`src/rtl/bp_cce_hybrid_pending_counters_pkg.sv`:
```
// bp_cce_hybrid_pending_counters_pkg: shared drain-FSM type and index helpers for the pending-counter store
package bp_cce_hybrid_pending_counters_pkg;
  typedef enum logic [1:0] {e_pend_idle, e_pend_drain, e_pend_done} bp_cce_pend_drain_state_e;
  function automatic int unsigned safe_clog2(input int unsigned n);
    return (n > 1) ? $clog2(n) : 1;
  endfunction
  // Bank hashing strips the bank-select part of the way-group number, leaving the per-CCE index
  function automatic logic [31:0] hash_index(input logic [31:0] rev, input int unsigned banks);
    return rev / banks;
  endfunction
endpackage

```
`src/rtl/bp_cce_hybrid_pending_counters_if.sv`:
```
// bp_cce_hybrid_pending_counters_if: write, read, drain and error signals of the pending-counter store
interface bp_cce_hybrid_pending_counters_if #(
  parameter int paddr_width_p  = 16,
  parameter int width_p        = 3,
  parameter int num_rd_ports_p = 2
);
  logic                                     inc_v_i;
  logic [paddr_width_p-1:0]                 inc_addr_i;
  logic                                     inc_bypass_i;
  logic                                     inc_ready_o;
  logic                                     dec_v_i;
  logic [paddr_width_p-1:0]                 dec_addr_i;
  logic                                     dec_bypass_i;
  logic                                     clr_v_i;
  logic [paddr_width_p-1:0]                 clr_addr_i;
  logic                                     clr_bypass_i;
  logic [num_rd_ports_p-1:0]                r_v_i;
  logic [num_rd_ports_p*paddr_width_p-1:0]  r_addr_i;
  logic [num_rd_ports_p-1:0]                r_bypass_i;
  logic [num_rd_ports_p-1:0]                pending_o;
  logic [num_rd_ports_p*width_p-1:0]        count_o;
  logic                                     any_pending_o;
  logic                                     drain_v_i;
  logic                                     drain_ready_o;
  logic                                     drain_done_o;
  logic                                     err_o;
  logic                                     err_clr_i;
  modport master (
    output inc_v_i, inc_addr_i, inc_bypass_i, dec_v_i, dec_addr_i, dec_bypass_i,
           clr_v_i, clr_addr_i, clr_bypass_i, r_v_i, r_addr_i, r_bypass_i, drain_v_i, err_clr_i,
    input  inc_ready_o, pending_o, count_o, any_pending_o, drain_ready_o, drain_done_o, err_o
  );
  modport slave (
    input  inc_v_i, inc_addr_i, inc_bypass_i, dec_v_i, dec_addr_i, dec_bypass_i,
           clr_v_i, clr_addr_i, clr_bypass_i, r_v_i, r_addr_i, r_bypass_i, drain_v_i, err_clr_i,
    output inc_ready_o, pending_o, count_o, any_pending_o, drain_ready_o, drain_done_o, err_o
  );
endinterface

```
`src/rtl/bp_cce_hybrid_pending_wg_index.sv`:
```
// bp_cce_hybrid_pending_wg_index: maps an address to a local way-group number, flagging out-of-range groups
module bp_cce_hybrid_pending_wg_index
  import bp_cce_hybrid_pending_counters_pkg::*;
#(
  parameter  int paddr_width_p    = 16,
  parameter  int addr_offset_p    = 4,
  parameter  int cce_way_groups_p = 32,
  parameter  int num_cce_p        = 2,
  parameter  int num_way_groups_p = 12,
  localparam int lg_wg_lp         = safe_clog2(num_way_groups_p),
  localparam int lg_cce_wg_lp     = safe_clog2(cce_way_groups_p)
) (
  input  logic [paddr_width_p-1:0] addr_i,
  input  logic                     bypass_i,
  output logic [lg_wg_lp-1:0]      wg_o,
  output logic                     v_o
);
  logic [lg_cce_wg_lp-1:0] fld, rev;
  logic [31:0]             idx;
  assign fld = addr_i[addr_offset_p+:lg_cce_wg_lp];
  for (genvar i = 0; i < lg_cce_wg_lp; i++) begin : g_rev
    assign rev[i] = fld[lg_cce_wg_lp-1-i];
  end
  assign idx  = bypass_i ? 32'(addr_i[lg_wg_lp-1:0]) : hash_index(32'(rev), num_cce_p);
  assign wg_o = idx[lg_wg_lp-1:0];
  assign v_o  = idx < 32'(num_way_groups_p);
endmodule

```
`src/rtl/bp_cce_hybrid_pending_counters.sv`:
```
// bp_cce_hybrid_pending_counters: saturating pending counters per way group with inc/dec/clr ports, reads and drain FSM
module bp_cce_hybrid_pending_counters
  import bp_cce_hybrid_pending_counters_pkg::*;
#(
  parameter int num_way_groups_p = 12,
  parameter int cce_way_groups_p = 32,
  parameter int num_cce_p        = 2,
  parameter int paddr_width_p    = 16,
  parameter int addr_offset_p    = 4,
  parameter int width_p          = 3,
  parameter int num_rd_ports_p   = 2,
  parameter int forward_p        = 0
) (
  input logic                          clk_i,
  input logic                          reset_n_i,
  bp_cce_hybrid_pending_counters_if.slave io
);
  localparam int lg_wg_lp   = safe_clog2(num_way_groups_p);
  localparam int num_idx_lp = 3 + num_rd_ports_p;
  localparam logic [width_p-1:0] max_lp = '1;

  bp_cce_pend_drain_state_e      state_q, state_n;
  logic [width_p-1:0]            cnt_q [num_way_groups_p];
  logic [width_p-1:0]            cnt_n [num_way_groups_p];
  logic [width_p:0]              sum   [num_way_groups_p];
  logic [num_way_groups_p-1:0]   hc, hi, hd, uf;
  logic [paddr_width_p-1:0]      idx_addr [num_idx_lp];
  logic [lg_wg_lp-1:0]           idx_wg   [num_idx_lp];
  logic [num_idx_lp-1:0]         idx_byp, idx_v;
  logic                          inc_v, dec_v, clr_v, inc_fire, any_pending, idle, err_q;

  // Index slots: 0 inc, 1 dec, 2 clr, then one per read port
  assign idx_addr[0]  = io.inc_addr_i;
  assign idx_addr[1]  = io.dec_addr_i;
  assign idx_addr[2]  = io.clr_addr_i;
  assign idx_byp[2:0] = {io.clr_bypass_i, io.dec_bypass_i, io.inc_bypass_i};
  for (genvar r = 0; r < num_rd_ports_p; r++) begin : g_rd_idx
    assign idx_addr[3+r] = io.r_addr_i[r*paddr_width_p+:paddr_width_p];
    assign idx_byp[3+r]  = io.r_bypass_i[r];
  end
  for (genvar k = 0; k < num_idx_lp; k++) begin : g_idx
    bp_cce_hybrid_pending_wg_index #(
      .paddr_width_p(paddr_width_p), .addr_offset_p(addr_offset_p),
      .cce_way_groups_p(cce_way_groups_p), .num_cce_p(num_cce_p), .num_way_groups_p(num_way_groups_p)
    ) idx (.addr_i(idx_addr[k]), .bypass_i(idx_byp[k]), .wg_o(idx_wg[k]), .v_o(idx_v[k]));
  end

  assign inc_v = io.inc_v_i & idx_v[0];
  assign dec_v = io.dec_v_i & idx_v[1];
  assign clr_v = io.clr_v_i & idx_v[2];
  // A saturated target still accepts when a same-cycle dec or clr makes room
  assign io.inc_ready_o = idle & (~idx_v[0] | (cnt_q[idx_wg[0]] != max_lp)
                        | (dec_v & (idx_wg[1] == idx_wg[0])) | (clr_v & (idx_wg[2] == idx_wg[0])));
  assign inc_fire = inc_v & io.inc_ready_o;

  // sum can reach max+1 only alongside a dec, whose wrap-around subtract lands back on max
  always_comb begin
    for (int i = 0; i < num_way_groups_p; i++) begin
      hc[i]    = clr_v & (idx_wg[2] == lg_wg_lp'(i));
      hi[i]    = inc_fire & (idx_wg[0] == lg_wg_lp'(i));
      hd[i]    = dec_v & (idx_wg[1] == lg_wg_lp'(i));
      sum[i]   = {1'b0, (hc[i] ? {width_p{1'b0}} : cnt_q[i])} + (width_p+1)'(hi[i]);
      cnt_n[i] = sum[i][width_p-1:0] - width_p'(hd[i] & (sum[i] != '0));
      uf[i]    = hd[i] & ~hc[i] & (sum[i] == '0);
    end
  end

  always_ff @(posedge clk_i)
    for (int i = 0; i < num_way_groups_p; i++) cnt_q[i] <= reset_n_i ? cnt_n[i] : '0;

  always_comb begin
    any_pending = 1'b0;
    for (int i = 0; i < num_way_groups_p; i++) any_pending = any_pending | (cnt_q[i] != '0);
  end
  assign io.any_pending_o = any_pending;

  always_ff @(posedge clk_i) state_q <= reset_n_i ? state_n : e_pend_idle;

  always_comb
    state_n = (state_q == e_pend_idle)  ? (io.drain_v_i ? e_pend_drain : e_pend_idle)
            : (state_q == e_pend_drain) ? (any_pending ? e_pend_drain : e_pend_done)
            : e_pend_idle;

  always_comb begin
    idle             = state_q == e_pend_idle;
    io.drain_ready_o = idle;
    io.drain_done_o  = state_q == e_pend_done;
  end

  always_ff @(posedge clk_i) err_q <= reset_n_i & ((|uf) | (err_q & ~io.err_clr_i));
  assign io.err_o = err_q;

  for (genvar r = 0; r < num_rd_ports_p; r++) begin : g_rd
    logic [width_p-1:0] val;
    assign val = (io.r_v_i[r] & idx_v[3+r])
               ? ((forward_p != 0) ? cnt_n[idx_wg[3+r]] : cnt_q[idx_wg[3+r]]) : '0;
    assign io.count_o[r*width_p+:width_p] = val;
    assign io.pending_o[r] = |val;
  end
endmodule

```
`src/flat_wrapper.sv`:
```
// flat-port wrapper written by rule: the top's interface ports become plain ports
module bp_cce_hybrid_pending_counters_flat import bp_cce_hybrid_pending_counters_pkg::*;
#(
  parameter int num_way_groups_p = 12,
  parameter int cce_way_groups_p = 32,
  parameter int num_cce_p        = 2,
  parameter int paddr_width_p    = 16,
  parameter int addr_offset_p    = 4,
  parameter int width_p          = 3,
  parameter int num_rd_ports_p   = 2,
  parameter int forward_p        = 0
)
  (clk_i, reset_n_i, io_inc_v_i, io_inc_addr_i, io_inc_bypass_i, io_dec_v_i, io_dec_addr_i, io_dec_bypass_i, io_clr_v_i, io_clr_addr_i, io_clr_bypass_i, io_r_v_i, io_r_addr_i, io_r_bypass_i, io_drain_v_i, io_err_clr_i, io_inc_ready_o, io_pending_o, io_count_o, io_any_pending_o, io_drain_ready_o, io_drain_done_o, io_err_o);
  bp_cce_hybrid_pending_counters_if #(.paddr_width_p(paddr_width_p), .width_p(width_p), .num_rd_ports_p(num_rd_ports_p)) io_i ();
  input logic clk_i;
  input logic reset_n_i;
  input wire logic [$bits(io_i.inc_v_i)-1:0] io_inc_v_i;
  input wire logic [$bits(io_i.inc_addr_i)-1:0] io_inc_addr_i;
  input wire logic [$bits(io_i.inc_bypass_i)-1:0] io_inc_bypass_i;
  input wire logic [$bits(io_i.dec_v_i)-1:0] io_dec_v_i;
  input wire logic [$bits(io_i.dec_addr_i)-1:0] io_dec_addr_i;
  input wire logic [$bits(io_i.dec_bypass_i)-1:0] io_dec_bypass_i;
  input wire logic [$bits(io_i.clr_v_i)-1:0] io_clr_v_i;
  input wire logic [$bits(io_i.clr_addr_i)-1:0] io_clr_addr_i;
  input wire logic [$bits(io_i.clr_bypass_i)-1:0] io_clr_bypass_i;
  input wire logic [$bits(io_i.r_v_i)-1:0] io_r_v_i;
  input wire logic [$bits(io_i.r_addr_i)-1:0] io_r_addr_i;
  input wire logic [$bits(io_i.r_bypass_i)-1:0] io_r_bypass_i;
  input wire logic [$bits(io_i.drain_v_i)-1:0] io_drain_v_i;
  input wire logic [$bits(io_i.err_clr_i)-1:0] io_err_clr_i;
  output wire logic [$bits(io_i.inc_ready_o)-1:0] io_inc_ready_o;
  output wire logic [$bits(io_i.pending_o)-1:0] io_pending_o;
  output wire logic [$bits(io_i.count_o)-1:0] io_count_o;
  output wire logic [$bits(io_i.any_pending_o)-1:0] io_any_pending_o;
  output wire logic [$bits(io_i.drain_ready_o)-1:0] io_drain_ready_o;
  output wire logic [$bits(io_i.drain_done_o)-1:0] io_drain_done_o;
  output wire logic [$bits(io_i.err_o)-1:0] io_err_o;
  assign io_i.inc_v_i = io_inc_v_i;
  assign io_i.inc_addr_i = io_inc_addr_i;
  assign io_i.inc_bypass_i = io_inc_bypass_i;
  assign io_i.dec_v_i = io_dec_v_i;
  assign io_i.dec_addr_i = io_dec_addr_i;
  assign io_i.dec_bypass_i = io_dec_bypass_i;
  assign io_i.clr_v_i = io_clr_v_i;
  assign io_i.clr_addr_i = io_clr_addr_i;
  assign io_i.clr_bypass_i = io_clr_bypass_i;
  assign io_i.r_v_i = io_r_v_i;
  assign io_i.r_addr_i = io_r_addr_i;
  assign io_i.r_bypass_i = io_r_bypass_i;
  assign io_i.drain_v_i = io_drain_v_i;
  assign io_i.err_clr_i = io_err_clr_i;
  assign io_inc_ready_o = io_i.inc_ready_o;
  assign io_pending_o = io_i.pending_o;
  assign io_count_o = io_i.count_o;
  assign io_any_pending_o = io_i.any_pending_o;
  assign io_drain_ready_o = io_i.drain_ready_o;
  assign io_drain_done_o = io_i.drain_done_o;
  assign io_err_o = io_i.err_o;
  bp_cce_hybrid_pending_counters #(.num_way_groups_p(num_way_groups_p), .cce_way_groups_p(cce_way_groups_p), .num_cce_p(num_cce_p), .paddr_width_p(paddr_width_p), .addr_offset_p(addr_offset_p), .width_p(width_p), .num_rd_ports_p(num_rd_ports_p), .forward_p(forward_p)) u_core (.clk_i(clk_i), .reset_n_i(reset_n_i), .io(io_i));
endmodule
```
`config.mk`:
```
export PLATFORM = sky130hd
export DESIGN_NAME = bp_cce_hybrid_pending_counters_flat
export DESIGN_NICKNAME = d
export VERILOG_FILES = /design/src/rtl/bp_cce_hybrid_pending_counters_pkg.sv /design/src/rtl/bp_cce_hybrid_pending_counters_if.sv /design/src/rtl/bp_cce_hybrid_pending_wg_index.sv /design/src/rtl/bp_cce_hybrid_pending_counters.sv /design/src/flat_wrapper.sv
export SDC_FILE = /design/constraint.sdc
export NUM_CORES = 1
export LEC_CHECK = 0
export ABC_CLOCK_PERIOD_IN_PS = 4600
export CORE_MARGIN = 1.5
export CORE_UTILIZATION = 51
export CTS_CLUSTER_DIAMETER = 120
export CTS_CLUSTER_SIZE = 14
export DETAILED_ROUTE_END_ITERATION = 8
export GPL_ROUTABILITY_DRIVEN = 0
export PLACE_DENSITY_LB_ADDON = 0.1
export SETUP_SLACK_MARGIN = 0.15
export SYNTH_ARGS = -nofsm -noshare
export SYNTH_HDL_FRONTEND = slang
export SYNTH_SLANG_ARGS = --single-unit
export TNS_END_PERCENT = 10
```
`constraint.sdc`:
```
create_clock -name clk_i -period 4.6 [get_ports clk_i]
set_input_delay 0.92 -clock clk_i [delete_from_list [all_inputs] [get_ports clk_i]]
set_output_delay 0.92 -clock clk_i [all_outputs]
set_load 0.03 [all_outputs]
```
Word level (Yosys, flattened, before mapping). Memories as Yosys holds them, arrays and structs flattened. Cells that the tools add are included.

Input bits: 94. Output and inout port bits: 13. RAM bits: 36. Memories: 1. Register bits after elaboration: 3. Logic and storage cells: 260.

Multiplexer cells: 35. Add/subtract/negate cells: 24. $lt $le $gt $ge: 5. Reductions and logical operators: 43. Bitwise gates (word level): 112. Eq/ne operators: 38.

Memory list: u_core.cnt_q (depth 12, bits a word 3, rd ports 15, clocked after Yosys merged registers in 0, wr ports 12, RTL line bp_cce_hybrid_pending_counters.sv:23) `logic [width_p-1:0] cnt_q [num_way_groups_p];`.

Operators by type and width (number): $and 1x1->1 (83); $mux 3 (26); $logic_not 4->1 (15); $add 3x1->4 (12); $eq 4x3->1 const B (12); $eq 4x4->1 const B (12); $reduce_bool 4->1 (12); $reduce_bool 3->1 (12); $sub 3x3->3 (12); $eq 4x2->1 const B (6); $lt 4x4->1 const B (5); $mux 4 (5); $or 1x1->1 (15); $not 1->1 (14); $eq 4x1->1 const B (3); $reduce_or 12->1 (1); $eq 4x4->1 (2); $mux 2 (3); $reduce_or 3->1 (2); $ne 3x3->1 const B (1); $eq 2x1->1 const B (1); $eq 2x2->1 const B (1); $logic_not 2->1 (1); $mux 1 (1).

Depth between registers and ports, before layout. An unclocked memory read counts as a cell.

Word-level depth: 16. Depth in mapped cells: 18.

Hierarchy. From an unflattened synthesis, not the netlist that was laid out.

Cell total of the unflattened synthesis: 488. Area total of the unflattened synthesis: 4246.6 µm².

Modules (own cells, without submodules): bp_cce_hybrid_pending_counters (area an instance 3946.3 µm², sequential area each 780.7 µm², cells an instance 458, times used 1); bp_cce_hybrid_pending_wg_index (area an instance 60.1 µm², sequential area each 0.0 µm², cells an instance 6, times used 5).

Least setup slack after synthesis. OpenSTA, ideal clock, no wires.

Kind: input port to flip-flop. Start point: in io_inc_bypass_i. End point: mem u_core.cnt_q[8][2]. Required time: 4.472 ns. Buffers on the path: 2. Arrival: 4.087 ns. Cell stages on the path: 18. Setup slack: 0.385 ns. Cells stage by stage: buf_4 mux2i_1 buf_4 mux2i_1 mux2i_1 mux2_2 a211oi_2 nor3_1 ha_1 ha_1 and4_1 o211a_1 nor3_1 ha_1 ha_1 xnor2_1 xnor2_1 nor2_1.

RTL lines: start, declared (RTL line flat_wrapper.sv:19) `input wire logic [$bits(io_i.inc_bypass_i)-1:0] io_inc_bypass_i;`; end, declared (RTL line bp_cce_hybrid_pending_counters.sv:23).

==> impl_results.md <==
* Rows at 33
* Worst Setup Path Type: primary input to register
* Area Overhead vs Synth at 30.1%
* Critical Path RT at 4.78 ns
* Initial antenna violation count at 0
* EDFF count, synth at 0
* Number of diodes at 0
* Synthesized instance count at 554
* Depth of the CTS H-tree at 2
* Worst-path clk slew at 0.09 ns
* Status: completed
* Reg2reg path depth at 16
* Die area at 9260 µm²
* CP Capture Type: register
* Reg2reg end: u_core.cnt_q[11][2]$_SDFF_PN0_
* Gr busiest metal: met2
* Hold depth at 1
* Post-DRT Antenna Nets at 0
* WP buf/inv at 2
* Slowest CP cell: clkdlybuf4s50_1
* Synth async-reset ratio at 0
* Cell total after placement at 769
* Wire per inst at 17.2 µm
* CTS tree: done
* Critical-path cell list: clkdlybuf4s50_1, buf_4, mux2i_2, nand2_1, a31oi_1, o22ai_2, o21ai_1, nor2_1, ha_1, ha_1, nor2_1, a311oi_1, ha_1, ha_1, xnor2_1, xnor2_1, nor2_1
* Tot GR Track Use at 0.299
* HPWL Detailed at 10.8 mm
* Worst slew margin at 0.470
* Die span in y at 96.2 µm
* Final-report setup violation count at 0
* Drt pass-1 iters at 4
* Largest net degree at the start of global routing at 36
* Multi-input logic area at 3500 µm²
* Crit path launch: io_clr_bypass_i
* Pwr Density at 167 nW/µm²
* GRT overflow at 0
* Worst slack at placement at -0.204 ns
* Synth Area per Inst at 8.00 µm²
* Critical path startpoint category: primary input
* Post-Syn Nets at 696
* Synth warn at 0
* Cell Area, Placed at 5590 µm²
* MaxCap Viol Count at 0
* CTS buffer count at 5
* Starting DRT DRC Count at 234
* Initial Util at 0.534
* #FFs+latches synth at 39
* Peak fanout along the critical path at 16
* Worst path arrival time at 4.47 ns
* Root Buffer Master: clkbuf_8
* Final period util at 0.933
* Final setup margin at 0.310 ns
* I/O Pins at 107
* Die width at 96.2 µm
* Total Wirelength at 13.3 mm
* Register area at 781 µm²
* CTS Hold Bufs at 0
* Post-DR vias/cell at 6.07
* Setup Total Neg Slack at 0 ns
* Clock Sinks at 39
* Post-Syn Area at 4430 µm²
* GR Util met1 at 0.355
* RSZ-0062 raised after global routing: true
* Netlist cell types at 65
* Worst-Skew Late Latency at 0.30 ns
* Synth top area share at 0.176
* Largest cells by area after synthesis: dfxtp_1 (18%), ha_1 (14%), mux2i_1 (7.2%)
* Port bufs at 66
* Worst Skew at 0.00732 ns
* Final hold vios at 0
* Slew Limit Fails at 0
* Worst IR Drop VDD at 0.134 mV
* CP top delay family: adder cells
* Number of nets in the layout at 813
* DRC at 0
* CP Capture Point: u_core.cnt_q[4][2]$_SDFF_PN0_
* Fmax at 0.233 GHz
* Clk buf depth at 2
* Worst reg2reg path startpoint: u_core.cnt_q[5][2]$_SDFF_PN0_
* CP peak stage delay at 0.54 ns
* Levels on crit path at 17
* Vias at 4714
* Top post-synthesis cells by count: nor2_1 (70), nand2_1 (68), ha_1 (48)
* Fraction of layout cells with a size suffix above 1 at 0.147
* Most common cell in the netlist: nor2_1
* Vias in the first global route at 4474
* Fillers at 717
* Post-Layout Cell Count at 777
* Worst-Margin Slew at 0.795 ns
* Design area at 5770 µm²
* Core Region at 8300 µm²
* FF-to-FF setup slack at 1.26 ns
* Post-synth top area cell: dfxtp_1
* CP most frequent cell: ha_1
* Minimum clock period at 4.29 ns
* Met3 Track Usage GR at 0.0419
* Ys flop type: dfxtp_1
* Leakage Power at 2.42 nW
* Post-synthesis sequential area ratio at 0.176
* Hold Crit Class: register to register
* GRT met2 Usage at 0.532
* First-pass GRT wire length at 21.1 mm
-- sequential cells by signal, summed over array words and instances (netlist names) --
signal	cells
u_core.cnt_q	36
u_core.io.err_o	1
u_core.state_q	2
-- area by class of cell --
cell class | count | area share
Clock inverter | 2 | 0.00672
Tap cell | 105 | 0.0228
Sequential cell | 39 | 0.135
Clock buffer | 6 | 0.0143
Multi-Input combinational cell | 470 | 0.607
Inverter | 31 | 0.0202
Timing Repair Buffer | 124 | 0.193
-- how the worst min path moves through the flow --
stage	slack, ns	to	startpoint
floorplan	0.45	u_core.state_q[0]$_SDFF_PN0_	u_core.state_q[1]$_SDFF_PP0_
finish	0.54	u_core.state_q[0]$_SDFF_PN0_	u_core.state_q[1]$_SDFF_PP0_
CTS	0.54	u_core.state_q[0]$_SDFF_PN0_	u_core.state_q[1]$_SDFF_PP0_
global placement	0.46	u_core.state_q[0]$_SDFF_PN0_	u_core.state_q[1]$_SDFF_PP0_
detailed placement	0.52	u_core.state_q[0]$_SDFF_PN0_	u_core.state_q[1]$_SDFF_PP0_
global route	0.56	u_core.state_q[0]$_SDFF_PN0_	u_core.state_q[1]$_SDFF_PP0_
-- per-stage QoR --
stage	util	total power, mW	hold WS (ns)
after floorplan	-	0.516	0.455
after global placement	0.673	0.644	0.463
after detailed placement	0.673	0.652	0.522
after CTS	0.688	0.962	0.535
after global routing	0.695	1.00	0.559
final	0.695	0.965	0.538
-- what timing repair did --
action / in CTS / in global routing
cloned: 0 / 0
setup buffers: 0 / 0
pin swaps: 0 / 4
gates resized for setup: 2 / 16
setup endpoints to repair: 5 / 15
-- kinds of logic after synthesis --
family | after synthesis | share of synthesized area
and+or+nand+nor | 269 | 0.303
AOI/OAI and AO/OA | 71 | 0.118
muxes | 54 | 0.166
adders and majority gates | 48 | 0.135
buffers and inverters | 45 | 0.0457
DFF | 39 | 0.176
xor gates and xnor gates | 28 | 0.0553
-- metal layers --
layer / part of all wire / wire (µm)
met3: 0.085 / 1140
met5: 0 / 0
met4: 0.036 / 485
met1: 0.40 / 5340
met2: 0.48 / 6390
-- layout by cell type (no fill, tap or decap), types with 5 or more instances in the layout --
cell type / count
a22oi_1: 5
mux4_2: 12
nand2_1: 68
clkdlybuf4s50_1: 61
nor3_1: 12
a22o_1: 6
buf_4: 57
clkbuf_8: 6
nand4_1: 14
and2_1: 30
xnor2_1: 26
o21ai_0: 9
nor2b_1: 6
mux2i_1: 31
ha_1: 44
inv_1: 30
a21oi_1: 5
nor2_1: 69
dfxtp_1: 39
o2111ai_1: 5
nor4_1: 10
mux2_2: 6
nand3_1: 26
-- report_power, final --
group	switching, mW	internal (mW)	leakage (nW)
clock	0.135	0.179	0.0618
sequential	0.00980	0.344	0.315
combinational	0.151	0.146	2.04
No activity file was read; power rests on OpenSTA's default activity.
